$ cat config.mk
export PLATFORM = sky130hd
export DESIGN_NAME = id_ex_stage
export DESIGN_NICKNAME = d
export VERILOG_FILES = /design/src/rtl/id_ex_stage.sv
export SDC_FILE = /design/constraint.sdc
export NUM_CORES = 1
export LEC_CHECK = 0
export BUFFER_PORTS_ARGS = -buffer_cell sky130_fd_sc_hd__buf_4
export CORE_AREA = 2 2 273 275
export CTS_CLUSTER_DIAMETER = 50
export CTS_CLUSTER_SIZE = 25
export DETAILED_ROUTE_END_ITERATION = 8
export DIE_AREA = 0 0 275 277
export GPL_ROUTABILITY_DRIVEN = 1
export HOLD_SLACK_MARGIN = 0.03
export PLACE_DENSITY = 0.49
export SKIP_LAST_GASP = 1
export SLEW_MARGIN = 30
export SYNTH_ARGS = -nofsm -noshare
export SYNTH_HDL_FRONTEND = slang
export SYNTH_SLANG_ARGS = --single-unit
export TNS_END_PERCENT = 1
$ cat constraint.sdc
create_clock -name clk -period 2.49 [get_ports clk]
set_input_delay 0.1245 -clock clk [delete_from_list [all_inputs] [get_ports clk]]
set_output_delay 0.1245 -clock clk [all_outputs]
set_load 0.01 [all_outputs]
$ cat src/rtl/id_ex_stage.sv
// ID/EX pipeline register: captures decoded operands/control, bypasses same-cycle
// writeback, detects load-use hazards and counts stall/flush events.
module id_ex_stage #(
   parameter int XLEN = 64,
   parameter int CNTW = 32
) (
   input  logic            clk,
   input  logic            rst_n,
   input  logic            id_valid,
   input  logic [XLEN-1:0] id_pc,
   input  logic [4:0]      id_rs1,
   input  logic [4:0]      id_rs2,
   input  logic [4:0]      id_rd,
   input  logic            id_uses_rs1,
   input  logic            id_uses_rs2,
   input  logic [XLEN-1:0] id_rs1_data,
   input  logic [XLEN-1:0] id_rs2_data,
   input  logic [XLEN-1:0] id_imm,
   input  logic            id_reg_write,
   input  logic            id_mem_read,
   input  logic            id_mem_write,
   input  logic            id_alu_src,
   input  logic [3:0]      id_alu_op,
   input  logic            wb_reg_write,
   input  logic [4:0]      wb_rd,
   input  logic [XLEN-1:0] wb_data,
   input  logic            ex_flush,
   input  logic            ex_hold,
   output logic            stall_if_id,
   output logic            ex_valid,
   output logic [XLEN-1:0] ex_pc,
   output logic [XLEN-1:0] ex_imm,
   output logic [XLEN-1:0] ex_rs1_data,
   output logic [XLEN-1:0] ex_rs2_data,
   output logic [4:0]      ex_rs1,
   output logic [4:0]      ex_rs2,
   output logic [4:0]      ex_rd,
   output logic            ex_reg_write,
   output logic            ex_mem_read,
   output logic            ex_mem_write,
   output logic            ex_alu_src,
   output logic [3:0]      ex_alu_op,
   output logic [CNTW-1:0] stall_count,
   output logic [CNTW-1:0] flush_count
);

   // Handshake: id_valid marks a real instruction in ID; stall_if_id is the
   // upstream "not ready" and the ID slot must stay unchanged while it is high.
   // ex_hold is the downstream "not ready"; EX contents are frozen while it is high.
   logic            lu;
   logic            bubble;
   logic            advance;
   logic [XLEN-1:0] rs1_fwd;
   logic [XLEN-1:0] rs2_fwd;

   always_comb begin
      lu = ex_valid & ex_mem_read & (ex_rd != 5'd0) & id_valid &
           ((id_uses_rs1 & (id_rs1 == ex_rd)) | (id_uses_rs2 & (id_rs2 == ex_rd)));
      stall_if_id = !ex_flush & (ex_hold | lu);
      bubble      = ex_flush | (!ex_hold & lu);
      advance     = !ex_flush & !ex_hold & !lu;
   end

   // x0 always reads zero, even if a writeback targets it.
   always_comb begin
      rs1_fwd = id_rs1_data;
      if (id_rs1 == 5'd0)
         rs1_fwd = '0;
      else if (wb_reg_write && (wb_rd == id_rs1))
         rs1_fwd = wb_data;
      rs2_fwd = id_rs2_data;
      if (id_rs2 == 5'd0)
         rs2_fwd = '0;
      else if (wb_reg_write && (wb_rd == id_rs2))
         rs2_fwd = wb_data;
   end

   always_ff @(posedge clk or negedge rst_n) begin
      if (!rst_n) begin
         ex_valid     <= 1'b0;
         ex_pc        <= '0;
         ex_imm       <= '0;
         ex_rs1_data  <= '0;
         ex_rs2_data  <= '0;
         ex_rs1       <= '0;
         ex_rs2       <= '0;
         ex_rd        <= '0;
         ex_reg_write <= 1'b0;
         ex_mem_read  <= 1'b0;
         ex_mem_write <= 1'b0;
         ex_alu_src   <= 1'b0;
         ex_alu_op    <= '0;
      end else if (bubble) begin
         ex_valid     <= 1'b0;
         ex_reg_write <= 1'b0;
         ex_mem_read  <= 1'b0;
         ex_mem_write <= 1'b0;
         ex_alu_src   <= 1'b0;
         ex_alu_op    <= '0;
      end else if (advance) begin
         ex_valid     <= id_valid;
         ex_pc        <= id_pc;
         ex_imm       <= id_imm;
         ex_rs1_data  <= rs1_fwd;
         ex_rs2_data  <= rs2_fwd;
         ex_rs1       <= id_rs1;
         ex_rs2       <= id_rs2;
         ex_rd        <= id_rd;
         ex_reg_write <= id_valid & id_reg_write;
         ex_mem_read  <= id_valid & id_mem_read;
         ex_mem_write <= id_valid & id_mem_write;
         ex_alu_src   <= id_valid & id_alu_src;
         ex_alu_op    <= id_valid ? id_alu_op : 4'd0;
      end
   end

   // Saturating event counters; they stick at all-ones.
   always_ff @(posedge clk or negedge rst_n) begin
      if (!rst_n) begin
         stall_count <= '0;
         flush_count <= '0;
      end else begin
         if (stall_if_id && (stall_count != '1))
            stall_count <= stall_count + 1'b1;
         if (ex_flush && (flush_count != '1))
            flush_count <= flush_count + 1'b1;
      end
   end

endmodule

Word-level counts from Yosys, hierarchy flattened
Index checks and enable logic that the tools add are counted.
{ "totals": {"register_bits": 344, "in_bits": 356} }
{ "op_classes": {"n_addsub": 2, "eq_ne": 6, "n_mux": 17, "bitwise": 18, "reduce_logical": 12} }
{ "op_table": {"columns": ["cell", "n"], "rows": [
  ["2-to-1 mux 64 bit", 4],
  ["adder 32 x 1 -> 32 bit, second input constant", 2],
  ["!= test 32 bit, second input constant", 2],
  ["equality test 5 bit", 4],
  ["AND 1 bit", 14],
  ["2-to-1 mux 4 bit", 3],
  ["zero test 5 bit", 2],
  ["2-to-1 mux 1 bit", 10],
  ["nonzero test 5 bit", 1],
  ["logical AND 1 bit", 4],
  ["zero test 1 bit", 3],
  ["OR 1 bit", 3],
  ["AND reduction 2 bit", 1],
  ["nonzero test 2 bit", 1],
  ["inverter 1 bit", 1]
]} }

Depth between registers and ports, before layout
{ "depth": {"word_depth": 8, "ltp_mapped": 9} }

Least setup slack after synthesis
OpenSTA, ideal clock, no wires.
{ "synth_path": {"path_kind": "register to register", "startpoint": "reg ex_rd[1]", "endpoint": "reg ex_rs1_data[0]", "setup_ps": 139, "arrival_time_ps": 2160, "path_slack_ps": 191, "path_stages_with_launch": 9, "n_path_buf": 3, "path_cell_list": "dfrtp_1 -> or4_1 -> o2111a_1 -> a211o_1 -> buf_2 -> buf_2 -> buf_2 -> nand2_1 -> o31ai_1"} }
{ "synth_between": {"elab_chain_cells": 8, "word_cells_on_any_way": 15, "cone_classes": "eq/ne: 2; bitwise: 10; reduce/logical: 3"} }
{ "synth_rtl": {"columns": ["element", "line", "text"], "rows": [
  ["from (decl)", "37", "output logic [4:0] ex_rd,"],
  ["from (signal assigned)", "108", "ex_rd <= id_rd;"],
  ["equality test 5 bit / nonzero test 5 bit (equally long branches)", "58, 57", null],
  ["AND 1 bit (on tied branches)", "58, 57", null],
  ["OR 1 bit / AND 1 bit (equally long branches)", "58, 57", null],
  ["AND 1 bit (*)", "57", "lu = ex_valid & ex_mem_read & (ex_rd != 5'd0) & id_valid &"],
  ["AND 1 bit", "60", "bubble = ex_flush | (!ex_hold & lu);"],
  ["OR 1 bit", "60", null],
  ["inverter 1 bit (no line)", null, null],
  ["AND reduction 2 bit (no line) (*)", null, null],
  ["to (signal assigned)", "104", "ex_rs1_data <= rs1_fwd;"],
  ["to (decl)", "33", "output logic [XLEN-1:0] ex_rs1_data,"]
]} }
Mark *: on every way between the ends. The rest lies on a longest branch, timed or not.
A chain may end at the register's enable or synchronous reset.

Final worst setup path
{ "layout_path": {"startpoint": "reg ex_rd[2]", "endpoint": "reg ex_rs2_data[36]"} }
{ "layout_between": {"elab_chain_cells": 8, "word_cells_on_any_way": 15, "cone_classes": "eq/ne: 2; bitwise: 10; reduce/logical: 3"} }
{ "layout_rtl": {"columns": ["element", "line", "text"], "rows": [
  ["equality test 5 bit / nonzero test 5 bit (equally long branches)", "58, 57", null],
  ["AND 1 bit (on tied branches)", "58, 57", null],
  ["OR 1 bit / AND 1 bit (equally long branches)", "58, 57", null],
  ["AND 1 bit (*)", "57", null],
  ["AND 1 bit", "60", null],
  ["OR 1 bit", "60", null],
  ["inverter 1 bit (no line)", null, null],
  ["AND reduction 2 bit (no line) (*)", null, null],
  ["to (signal assigned)", "105", "ex_rs2_data <= rs2_fwd;"],
  ["to (decl)", "34", "output logic [XLEN-1:0] ex_rs2_data,"]
]} }
Marked as above.

==> flow_metrics.tcl <==
set metrics [dict create \
    crit_family "compound AO/OA/AOI/OAI gates" \
    setup_viol 55 \
    global_route.usage.total_pct 16.6 \
    layout.nets 3030 \
    synthesis.area_um2 15100 \
    cts_buffers 47 \
    max_freq_mhz 395 \
    synth.ff_latch_count 344 \
    crit-reg2reg-capture "ex_rs2_data[36]" \
    dp_hpwl_mm 47.1 \
    synth-seq-area-share_pct 56.9 \
    critical_path.endpoint "ex_rs2_data[36]" \
    timing.critical_path.cells "or4_4 > o2111a_2 > buf_4 > a211o_4 > buf_12 > buf_8 > o31ai_2" \
    failed_checks "setup timing" \
    drt_first_pass_iters 5 \
    worstSetupStartpoint "ex_rd[2]" \
    worstSkewPairLatency_ps 580 \
    routed_wl_mm 68.8 \
    synth_top_cell_by_area "sky130_fd_sc_hd__dfrtp_1" \
    fin_hold_ws_ps 147 \
    core_region_area_um2 73600 \
    power_density_nw_per_um2 635 \
    synthesized_area_divided_by_synthesized_cell_count_um2 10.0 \
    wl_per_instance_um 18.7 \
    design.die.area_um2 76200 \
    report.final.hold_viol_count 0 \
    detailroute.via_count 15930 \
    synth_nets 1869 \
    final.min_clock_period_ps 2530 \
    detail_route.drc_violations 0 \
    synth.top_cell.area_share_pct 56.9 \
    critPathKind "register to register" \
    synth.most_common_cell "sky130_fd_sc_hd__nand2_1" \
    ys_top_cells_by_count "sky130_fd_sc_hd__nand2_1 (581), sky130_fd_sc_hd__dfrtp_1 (344), sky130_fd_sc_hd__o31ai_1 (129)" \
    area_growth_syn_to_layout_pct 89.2 \
    critical-path-max-stage-delay_ps 540 \
    grt_pass1_wl_mm 98.9 \
    grt_overflow 0 \
    regToRegSetupSlack_ps -40 \
    portBuffers 700 \
    unrepaired_setup_endpoints_after_global_routing "yes" \
    fin_crit_sh_pct 102 \
    tightest_slew_ps 718 \
    place.gp.congestion 0.868 \
    pin_count_of_the_biggest_net_entering_global_routing 77 \
    worst_slack_ps -40.0 \
    filler_cell_count 7200 \
    antenna_violations_before_repair 3 \
    synth_flop_cell "sky130_fd_sc_hd__dfrtp_1" \
    chipHeight_um 277 \
    cp_num_buf_inv 3 \
    clk_pin_slew_ps 60 \
    start_kind "register" \
    first_global_vias 16760 \
    fp.dieW_um 275 \
    yosysUniqueCellTypes 41 \
    power.leakage_nw 13.7 \
    outcome "finished with violations" \
    critical_path.endpoint_type "register" \
    post_drt_via_cell_ratio 4.33 \
    post_route_cells_drive_above_1_share_pct 36.6 \
    rows 100 \
    tritoncts "built" \
    count_of_flip_flops_with_a_built_in_enable_after_synthesis 0 \
    drv.max_cap_violation_count 0 \
    reg2reg_depth 7 \
    finalClockSkew_ps 29.0 \
    pre_cts_ws_ps 12.4 \
    drt.antenna.violating_nets 0 \
    top_area_cells_in_the_synthesized_netlist "sky130_fd_sc_hd__dfrtp_1 (57%), sky130_fd_sc_hd__nand2_1 (14%), sky130_fd_sc_hd__mux2i_1 (8.5%)" \
    worst_ep_required_time_ps 2960 \
    drt-initial-drc-count 721 \
    arrival_ps 3000 \
    synthArstFlopShare_pct 100 \
    initial_utilization_pct 20.6 \
    boundaryPins 701 \
    cp_max_fo 17 \
    clk_root_buffer_cell "sky130_fd_sc_hd__clkbuf_16" \
    reg2reg_from "ex_rd[2]" \
    worst_hold_path_type "input pin to asynchronous set/reset pin" \
    timing.critical_path.depth 7 \
    yosys_warnings 0 \
    ctsLongestPathBuffers 3 \
    worst_slew_margin_rel_pct 52.1 \
    netlist_instances 1511 \
    final_max_slew_viol_count 0 \
    crit_slowest_cell "sky130_fd_sc_hd__or4_4" \
    clock_sinks 344 \
    vdd.ir_drop.worst_uv 416 \
    cts.htree.levels 2 \
]
[stage by stage]
| stage | total power [mW] | utilization [%] | std cells | cell area [um2] | setup TNS, ps |
|---|---|---|---|---|---|
| floorplan | 8.09 | - | 1511 | 15100 | 0 |
| global placement | 10.4 | 29.9 | 3167 | 22000 | 0 |
| detailed placement | 10.5 | 29.9 | 3167 | 22000 | 0 |
| CTS | 18.2 | 37.6 | 3652 | 27700 | -1500 |
| global route | 19.1 | 38.9 | 3682 | 28600 | -4930 |
| finish | 18.2 | 38.9 | 3682 | 28600 | -873 |
[kinds of logic after synthesis]
family                     after synthesis  synth area share (%)
adders and majority gates                2                 0.165
DFF                                    344                  56.9
buffers and inverters                  101                  3.13
muxes                                  131                  8.69
and+or+nand+nor                        703                  18.9
AOI/OAI and AO/OA                      149                  7.59
xor gates and xnor gates                81                  4.69
[layer usage]
layer / vias up / GRT usage [%] / share of wire [%]
met3: 114 / 4.18 / 6.7
met5: - / 0 / 0
met2: 550 / 29.7 / 51
met4: 0 / 6.42 / 3.3
li1: 7428 / - / -
met1: 7838 / 18.7 / 39
[how the worst min path moves through the flow]
stage	startpoint	to	slack, ps	depth (start not counted)
after global routing	rst_n	ex_rs1_data[25]	180	2
after CTS	rst_n	ex_rs1_data[25]	150	2
final	rst_n	ex_rs1_data[25]	150	2
after global placement	rst_n	ex_rs1_data[25]	170	1
after floorplan	rst_n	ex_alu_op[0]	-170	0
after detailed placement	rst_n	ex_rs1_data[28]	180	1
[report_power, final]
group	internal, mW	switching (mW)	leakage [nW]
Clock	4.13	2.92	0.793
Combinational	2.33	2.04	8.57
Sequential	6.28	0.495	4.32
Total	12.7	5.45	13.7
[flip-flops by register name, indices dropped and copies added (netlist names), 32 cells and up]
name / flops
ex_imm: 64
ex_pc: 64
ex_rs1_data: 64
ex_rs2_data: 64
flush_count: 32
stall_count: 32
[layout by cell type (no fill, tap or decap), drive strengths merged, types with 3 or more instances in the layout]
cell type,n
nand4,23
clkbuf,63
and4,3
inv,19
nor4,10
xnor2,48
or4,4
a32o,8
diode,3
mux2i,128
nor3,8
and3,9
buf,804
bufinv,4
clkinvlp,5
xor2,33
dfrtp,344
dlygate4sd3,390
o31ai,129
nor2,32
nand3,23
clkinv,15
mux2,3
nand2,581
[layout make-up]
class / count / area [um2] / share of cell area [%]
clock inverter: 32 / 404 / 1.41
clock buffer: 55 / 1250 / 4.35
multi-input combinational: 1066 / 6660 / 23.3
tap: 969 / 1210 / 4.23
inverter: 11 / 41.3 / 0.144
antenna: 3 / 7.51 / 0.0262
sequential: 344 / 8610 / 30.1
timing repair buffer: 1202 / 10500 / 36.5
[what timing repair did]
action | 4_1_cts | 5_1_grt
pin swaps | 3 | 6
hold endpoints to repair | 344 | 0
endpoints found under the setup margin | 12 | 260
gates cloned | 2 | 13
setup buffers | 6 | 15
hold buffers | 390 | 0
resized for setup | 7 | 107
Note: power is estimated with default switching activity, not from simulation.
